--- src/rtl/pwm_pkg.sv ---
// Shared constants, FSM state type and position decode for the servo PWM link.
package pwm_pkg;

    localparam int unsigned CLK_PER_US   = 50;
    localparam int unsigned PERIOD_US    = 20000;
    localparam int unsigned TIMEOUT_US   = 25000;
    localparam int unsigned MIN_PULSE_US = 500;
    localparam int unsigned MAX_PULSE_US = 2500;
    localparam int unsigned CNT_W        = 15;

    localparam logic [CNT_W-1:0] NOM_W0 = 15'd1000;
    localparam logic [CNT_W-1:0] NOM_W1 = 15'd1333;
    localparam logic [CNT_W-1:0] NOM_W2 = 15'd1666;
    localparam logic [CNT_W-1:0] NOM_W3 = 15'd2000;

    // Midpoints between adjacent nominal widths, rounded up.
    localparam logic [CNT_W-1:0] THR_01 = 15'd1167;
    localparam logic [CNT_W-1:0] THR_12 = 15'd1500;
    localparam logic [CNT_W-1:0] THR_23 = 15'd1833;

    typedef enum logic [1:0] {
        StSync,
        StWaitRise,
        StHigh,
        StLow
    } pwm_state_e;

    function automatic logic [1:0] decode_pos(input logic [CNT_W-1:0] w);
        if (w < THR_01) begin
            return 2'd0;
        end else if (w < THR_12) begin
            return 2'd1;
        end else if (w < THR_23) begin
            return 2'd2;
        end else begin
            return 2'd3;
        end
    endfunction

endpackage

--- src/rtl/pwm_in_sync.sv ---
// Two-flop synchronizer for the servo input plus registered rise/fall strobes.
module pwm_in_sync (
    input  logic clk,
    input  logic rst_n,
    input  logic pwm_in,
    output logic level,
    output logic rise,
    output logic fall
);

    logic meta_q, sync_q, dly_q, rise_q, fall_q;

    always_ff @(posedge clk or negedge rst_n) begin
        if (!rst_n) begin
            meta_q <= 1'b0;
            sync_q <= 1'b0;
            dly_q  <= 1'b0;
            rise_q <= 1'b0;
            fall_q <= 1'b0;
        end else begin
            meta_q <= pwm_in;
            sync_q <= meta_q;
            dly_q  <= sync_q;
            rise_q <= sync_q & ~dly_q;
            fall_q <= ~sync_q & dly_q;
        end
    end

    // Level is taken from the delayed copy so it lines up with the edge strobes.
    assign level = dly_q;
    assign rise  = rise_q;
    assign fall  = fall_q;

endmodule

--- src/rtl/pwm_decoder.sv ---
// Servo pulse receiver: measures each high pulse in microseconds and decodes it to a
// 2-bit position code, with lock tracking and a rise-to-rise timeout.
module pwm_decoder #(
    parameter int unsigned CLK_PER_US   = pwm_pkg::CLK_PER_US,
    parameter int unsigned TIMEOUT_US   = pwm_pkg::TIMEOUT_US,
    parameter int unsigned MIN_PULSE_US = pwm_pkg::MIN_PULSE_US,
    parameter int unsigned MAX_PULSE_US = pwm_pkg::MAX_PULSE_US
) (
    input  logic                      clk,
    input  logic                      rst_n,
    input  logic                      pwm_in,
    output logic [1:0]                pos,
    output logic [pwm_pkg::CNT_W-1:0] width_us,
    output logic                      valid,
    output logic                      err,
    output logic                      locked
);
    import pwm_pkg::*;

    localparam int unsigned        PW       = (CLK_PER_US > 1) ? $clog2(CLK_PER_US) : 1;
    localparam logic [PW-1:0]      PRE_LAST = PW'(CLK_PER_US - 1);
    localparam logic [CNT_W-1:0]   CNT_MAX  = '1;
    localparam logic [CNT_W-1:0]   TO_LIM   = CNT_W'(TIMEOUT_US);
    localparam logic [CNT_W-1:0]   W_MIN    = CNT_W'(MIN_PULSE_US);
    localparam logic [CNT_W-1:0]   W_MAX    = CNT_W'(MAX_PULSE_US);

    logic level, rise, fall;

    pwm_in_sync u_sync (
        .clk    (clk),
        .rst_n  (rst_n),
        .pwm_in (pwm_in),
        .level  (level),
        .rise   (rise),
        .fall   (fall)
    );

    pwm_state_e       state_q, state_d;
    logic [PW-1:0]    pre_q, pre_d;
    logic [CNT_W-1:0] hi_q, hi_d, hi_inc, hi_eval;
    logic [CNT_W-1:0] per_q, per_d, per_inc;
    logic [1:0]       flush_q, flush_d;
    logic             to_done_q, to_done_d;
    logic [1:0]       pos_q, pos_d;
    logic [CNT_W-1:0] width_q, width_d;
    logic             valid_q, valid_d, err_q, err_d, locked_q, locked_d;
    logic             tick, eval, pass, to_fire;

    assign tick    = (pre_q == PRE_LAST);
    assign hi_inc  = (hi_q == CNT_MAX) ? hi_q : hi_q + 1'b1;
    assign per_inc = (per_q == CNT_MAX) ? per_q : per_q + 1'b1;
    // Include the tick landing on the falling-edge cycle so N us of high reads as N.
    assign hi_eval = (state_q == StHigh && tick) ? hi_inc : hi_q;

    always_comb begin
        pre_d     = (rise || tick) ? '0 : pre_q + 1'b1;
        hi_d      = rise ? '0 : hi_eval;
        per_d     = rise ? '0 : (tick ? per_inc : per_q);
        flush_d   = (flush_q == 2'd3) ? flush_q : flush_q + 2'd1;
        state_d   = state_q;
        eval      = 1'b0;

        unique case (state_q)
            // Flush waits out the synchronizer so a pulse already high at reset is skipped.
            StSync:     if (flush_q == 2'd3 && !level) state_d = StWaitRise;
            StWaitRise: if (rise) state_d = StHigh;
            StLow:      if (rise) state_d = StHigh;
            StHigh: begin
                if (fall) begin
                    state_d = StLow;
                    eval    = 1'b1;
                end
            end
            default:    state_d = StSync;
        endcase

        // Evaluation and a coincident rise both take precedence; a blocked timeout retries.
        to_fire   = (per_q >= TO_LIM) && !to_done_q && !rise && !eval && (state_q != StSync);
        to_done_d = rise ? 1'b0 : (to_done_q | to_fire);
        if (to_fire && state_q != StHigh) state_d = StWaitRise;

        pass     = eval && (hi_eval >= W_MIN) && (hi_eval <= W_MAX);
        valid_d  = pass;
        err_d    = (eval && !pass) || to_fire;
        pos_d    = pass ? decode_pos(hi_eval) : pos_q;
        width_d  = pass ? hi_eval : width_q;
        locked_d = pass ? 1'b1 : (to_fire ? 1'b0 : locked_q);
    end

    always_ff @(posedge clk or negedge rst_n) begin
        if (!rst_n) begin
            state_q   <= StSync;
            pre_q     <= '0;
            hi_q      <= '0;
            per_q     <= '0;
            flush_q   <= '0;
            to_done_q <= 1'b0;
            pos_q     <= '0;
            width_q   <= '0;
            valid_q   <= 1'b0;
            err_q     <= 1'b0;
            locked_q  <= 1'b0;
        end else begin
            state_q   <= state_d;
            pre_q     <= pre_d;
            hi_q      <= hi_d;
            per_q     <= per_d;
            flush_q   <= flush_d;
            to_done_q <= to_done_d;
            pos_q     <= pos_d;
            width_q   <= width_d;
            valid_q   <= valid_d;
            err_q     <= err_d;
            locked_q  <= locked_d;
        end
    end

    assign pos      = pos_q;
    assign width_us = width_q;
    assign valid    = valid_q;
    assign err      = err_q;
    assign locked   = locked_q;

endmodule

--- config.mk ---
export PLATFORM = sky130hd
export DESIGN_NAME = pwm_decoder
export DESIGN_NICKNAME = d
export VERILOG_FILES = /design/src/rtl/pwm_pkg.sv /design/src/rtl/pwm_in_sync.sv /design/src/rtl/pwm_decoder.sv
export SDC_FILE = /design/constraint.sdc
export NUM_CORES = 1
export LEC_CHECK = 0
export CAP_MARGIN = 0
export CORE_ASPECT_RATIO = 0.5
export CORE_UTILIZATION = 50
export DETAILED_ROUTE_END_ITERATION = 8
export PLACE_DENSITY = 0.69
export SYNTH_ARGS = -nofsm -noshare
export SYNTH_HDL_FRONTEND = slang
export SYNTH_SLANG_ARGS = --single-unit
--- constraint.sdc ---
create_clock -name clk -period 3.4 [get_ports clk]
set_clock_uncertainty 0.2 [all_clocks]
set_input_delay 0.34 -clock clk [delete_from_list [all_inputs] [get_ports clk]]
set_output_delay 0.34 -clock clk [all_outputs]
set_load 0.05 [all_outputs]
== Word-level counts from Yosys, hierarchy flattened ==
Cells that the tools add are included.

* Register bits after elaboration: 66
* Logic and storage cells: 87

* $add $sub $neg: 4
* Order comparisons: 6
* Equal/unequal tests: 12
* Multiplexer cells: 20
* Bitwise logic cells: 5
* Reductions and logical operators: 24

{| class="wikitable"
|+ Operators by type and width
! kind !! number
|-
| $mux 15 || 6
|-
| $lt 15x11->1 const B || 3
|-
| $add 15x1->15 const B || 2
|-
| $eq 15x15->1 const B || 2
|-
| $ge 15x15->1 const B || 1
|-
| $ge 15x9->1 const B || 1
|-
| $le 15x12->1 const B || 1
|-
| $mux 2 || 6
|-
| $logic_and 1x1->1 || 10
|-
| $add 6x1->6 const B || 1
|-
| $eq 2x2->1 const B || 3
|-
| $eq 6x6->1 const B || 1
|-
| $mux 1 || 6
|-
| $mux 6 || 1
|-
| $ne 3x1->1 const B || 2
|-
| $pmux 2 s3 || 1
|-
| $reduce_bool 2->1 || 3
|-
| $logic_not 1->1 || 5
|-
| $ne 3x3->1 const B || 1
|-
| $reduce_and 3->1 || 1
|-
| $add 2x1->2 const B || 1
|-
| $and 1x1->1 || 2
|-
| $eq 2x1->1 const B || 1
|-
| $logic_not 2->1 || 1
|-
| 7 further kinds || 9
|}

== Longest topological paths before layout ==
* Depth in word-level cells: 9
* Gate-level depth with buffers: 13
* Gate-level depth less buffers: 10

== Hierarchy ==
From an unflattened synthesis, not the netlist that was laid out.

* Cells, all modules: 336
* Area, all modules: 3326.9 µm²

{| class="wikitable"
|+ By module, submodules not included
! module !! times used !! cells each !! area an instance (µm²) !! sequential area each (µm²)
|-
| pwm_decoder || 1 || 329 || 3186.8 || 1526.5
|-
| pwm_in_sync || 1 || 7 || 140.1 || 125.1
|}

== Worst setup path after synthesis ==
No wires, ideal clock.

* Path kind: reg2reg
* Start: reg hi_q[1]
* End: reg pos_q[1], in the netlist pos[1]
* Setup time: 0.125 ns
* Arrival time: 2.480 ns
* Slack: 0.595 ns
* Cell stages (with the launch flop): 11
* Buffers on the path: 1
* Period minus slack after synthesis: 2.805 ns
* Path through: dfrtp_1 > ha_1 > buf_2 > and3_1 > nand3_4 > o31a_1 > nor4_2 > o2111a_1 > o21ai_4 > nor2_8 > mux2_4

* Cells in the longest elaborated chain, start to end: 6
* Elaborated cells on any way between the ends: 12

{| class="wikitable"
|+ Ends and longest elaborated chain
! element !! RTL line !! text
|-
| start: declaration || pwm_decoder.sv:40 || <nowiki>logic [CNT_W-1:0] hi_q, hi_d, hi_inc, hi_eval;</nowiki>
|-
| start signal: assignment || pwm_decoder.sv:106 || <nowiki>hi_q <= hi_d;</nowiki>
|-
| $add 15x1->15 / $eq 15x15->1 (equally long branches) || pwm_decoder.sv:50 || <nowiki>assign hi_inc = (hi_q == CNT_MAX) ? hi_q : hi_q + 1'b1;</nowiki>
|-
| $mux 15 || pwm_decoder.sv:50 ||
|-
| $mux 15 * || pwm_decoder.sv:53 || <nowiki>assign hi_eval = (state_q == StHigh && tick) ? hi_inc : hi_q;</nowiki>
|-
| $lt 15x11->1 / $ge 15x9->1 (equally long branches) || pwm_pkg.sv:31, pwm_decoder.sv:82 ||
|-
| $mux 2 / $logic_and 1x1->1 (equally long branches) || pwm_pkg.sv:31, pwm_decoder.sv:82 ||
|-
| $mux 2 / $logic_and 1x1->1 (equally long branches) || pwm_pkg.sv:29, pwm_decoder.sv:82 ||
|-
| end signal: assignment || pwm_decoder.sv:110 || <nowiki>pos_q <= pos_d;</nowiki>
|-
| end: declaration || pwm_decoder.sv:44 || <nowiki>logic [1:0] pos_q, pos_d;</nowiki>
|}

Every way passes the cells marked *; elsewhere a longest branch is shown, timed or not.
A chain may end at the register's enable or synchronous reset.

== Worst setup path in the final report ==
* Start: reg hi_q[1]
* End: reg pos_q[0], in the netlist pos[0]

* Cells in the longest elaborated chain, start to end: 7
* Elaborated cells on any way between the ends: 14

{| class="wikitable"
|+ Ends and longest elaborated chain
! element !! RTL line !! text
|-
| $add 15x1->15 / $eq 15x15->1 (equally long branches) || pwm_decoder.sv:50 ||
|-
| $mux 15 || pwm_decoder.sv:50 ||
|-
| $mux 15 * || pwm_decoder.sv:53 ||
|-
| $lt 15x11->1 || pwm_pkg.sv:33 || <nowiki>end else if (w < THR_23) begin</nowiki>
|-
| $mux 1 || pwm_pkg.sv:33 ||
|-
| $mux 2 || pwm_pkg.sv:31 || <nowiki>end else if (w < THR_12) begin</nowiki>
|-
| $mux 2 || pwm_pkg.sv:29 || <nowiki>if (w < THR_01) begin</nowiki>
|}

Marked as above.

==> flow_summary.json <==
{
  "status": "completed",
  "cts_hold_repair.buffers": 0,
  "gp_congestion": 0.917,
  "ys_seq_area_share_pct": 46.3,
  "dp.cells": 461,
  "setup_violations": 0,
  "end_kind": "flop",
  "track_usage_pct": 23.0,
  "portBuffers": 22,
  "p_leak_nw": 1.85,
  "slew_headroom_pct": 28.9,
  "required_ns": 3.45,
  "grt_start_max_net_pins": 48,
  "cp_slowest_cell": "dfrtp_1",
  "dieArea_um2": 7500,
  "cp_top_family": "simple AND/OR/NAND/NOR gates",
  "synth_warnings": 0,
  "grt_overflow": 0,
  "cts-resized-gates": 0,
  "crit_buf_inv": 1,
  "path_clk_slew_ns": 0.05,
  "synthToLayoutAreaGrowth_pct": 17.1,
  "fp.dieW_um": 121,
  "irDropWorstVdd_uv": 349,
  "final_common_cell": "dfrtp_1",
  "finish.instance_area_um2": 4180,
  "antennaDiodeCount": 0,
  "initial_core_util_pct": 52.6,
  "layout_min_cycle_time_ns": 3.18,
  "antenna_left": 0,
  "wl_um": 7830,
  "ios": 23,
  "nets": 389,
  "synthFlopType": "dfrtp_1",
  "core_area_um2": 6780,
  "power_frac_clock_pct": 50.2,
  "via_per_inst": 5.91,
  "dr.pass1.iters": 5,
  "num_rows": 21,
  "drv_slew": 0,
  "synthArstFlopShare_pct": 100,
  "power_frac_comb_pct": 6.1,
  "wl_per_cell_um": 16.4,
  "startpoint_type": "flop",
  "dr_total_vias": 2821,
  "worst_slack_ns": 0.222,
  "swShare_pct": 22.0,
  "pre_cts_slack_ns": 0.263,
  "drive_above_1_share_pct": 11.9,
  "placed_area_um2": 3860,
  "fp.dieH_um": 61.7,
  "drc_errors": 0,
  "grt_pass1_wl_um": 12800,
  "maxCapViolations": 0,
  "power.switching_w": 0.000432,
  "cp_data_arrival_time_ns": 3.22,
  "hpwl_um": 5490,
  "antenna_found_initial": 0,
  "ctsHtreeMaxLevel": 3,
  "numCtsBuffers": 9,
  "fmax_mhz": 315,
  "synthDistinctLibCells": 65,
  "mostFrequentLayoutCells": "dfrtp_1 (66), nor2_1 (45), o21ai_0 (23)",
  "rsz0062_at_grt": "false",
  "synth_edf_count": 0,
  "cp_max_fo": 21,
  "max-clock-path-buffers": 2,
  "final.setup.tns_ns": 0,
  "cts-root-buf": "clkbuf_16",
  "netlist_area_um2": 3570,
  "tightestPinTransition_ns": 1.07,
  "synth_nets": 364,
  "postCtsSetupRepairBufs": 0,
  "pwr_density_cell_nw_per_um2": 468,
  "path_cells": "ha_1, and3_1, nand3_4, o31a_1, nor4_2, o2111a_1, o21ai_4, buf_4, or2_2, o211ai_2",
  "hold_violations": 0,
  "p_int_w": 0.00153,
  "drtIter0Drc": 200,
  "period_share_pct": 93.5,
  "synthCells": 355,
  "hold_class": "input pin to asynchronous set/reset pin",
  "crit_path_max_incr_delay_ns": 0.45,
  "grt_pass1_vias": 2575,
  "insertion_delay_ns": 0.32,
  "ys_ff_latch": 66,
  "cts.sinks": 66,
  "crit_type": "flop to flop",
  "syn_area_per_cell_um2": 10.1,
  "cts_tree": "done",
  "finalNonFillerCells": 477,
  "p_seq_share_pct": 43.7
}
## registers in the layout (all words and copies together), names as in the netlist, 2 cells and up, named ones only
register	flops
pre_q	6
pos	2
hi_q	15
width_us	15
per_q	15
flush_q	2
## cell usage after synthesis, drive strengths merged, types with 2 or more instances
cell | instances | area share [%]
o211ai | 3 | 0.77
nor4 | 8 | 2.5
a211oi | 3 | 0.63
nor4b | 4 | 0.98
a31oi | 5 | 1.1
nand2b | 2 | 0.35
xnor2 | 17 | 4.4
nor2 | 46 | 5.3
nor2b | 6 | 1.1
nand4 | 6 | 1.5
a21oi | 11 | 1.5
nor3 | 6 | 0.84
o31ai | 7 | 1.5
a41oi | 2 | 0.70
a211o | 3 | 0.74
nand3 | 15 | 2.6
ha | 6 | 2.1
o21ai | 26 | 4.0
nand2 | 23 | 2.5
mux2 | 5 | 2.0
clkbuf | 5 | 0.53
or3 | 5 | 0.88
and3b | 2 | 0.53
buf | 9 | 1.8
o31a | 4 | 0.98
or4 | 3 | 0.63
inv | 10 | 1.1
and3 | 13 | 2.3
and4 | 3 | 0.74
dfrtp | 66 | 46
or2 | 4 | 0.70
and2 | 5 | 0.88
xor2 | 8 | 2.0
a21o | 2 | 0.42
## area by class of cell
cell class	count	area, µm²
flip-flops and latches	66	1650
clock buffers	12	246
well taps	92	115
clock inverters	4	73.8
multi-input cells	265	1800
inverters	10	37.5
fillers	543	2600
repair buffers	28	260
## logic make-up after synthesis
logic type                 Yosys count  synth area share [%]
muxes                                6                  2.28
xor gates and xnor gates            25                  6.35
DFF                                 66                  46.3
adders and majority gates            6                  2.10
and+or+nand+nor                    153                  24.9
buffers and inverters               24                  3.40
AOI/OAI and AO/OA                   75                  14.7
## metal layers
metal  wire length, µm  share of wire (%)  up-vias  global-route usage (%)
met5                 0                  0        -                       0
met4               112                1.4        0                    7.94
met3               447                5.7       12                    6.11
met2              3630                 46       83                    37.7
met1              3640                 46     1394                    30.5
li1                  -                  -     1332                       -
## final timing paths
kind	slack, ns	end	startpoint	cells past startpoint
max	0.22	pos[0]	hi_q[1]	10
min	0.0004	per_q[10]	rst_n	1
max reg2reg	0.22	pos[0]	hi_q[1]	10
min reg2reg	0.15	u_sync.sync_q	u_sync.meta_q	0
max in group asynchronous	2.11	hi_q[9]	rst_n	2
min in group clk	0.15	u_sync.sync_q	u_sync.meta_q	0
## power groups by stage
stage	Sequential, W	Clock [W]	Combinational (W)
finish	0.000856	0.000983	0.000119
detailed placement	0.000869	0	0.000120
global route	0.000862	0.00104	0.000136
global placement	0.000866	0	0.000114
floorplan	0.000863	0	0.0000810
CTS	0.000856	0.00100	0.000121
## metrics by stage
step	power, W	hold slack (ns)	utilization [%]
final	0.00196	0.000432	61.7
after global routing	0.00204	0.101	61.7
after CTS	0.00198	0.0475	61.7
after detailed placement	0.000989	0.135	56.9
after global placement	0.000979	0.132	56.9
after floorplan	0.000944	-0.156	-
(Power assumes the default switching activity.)
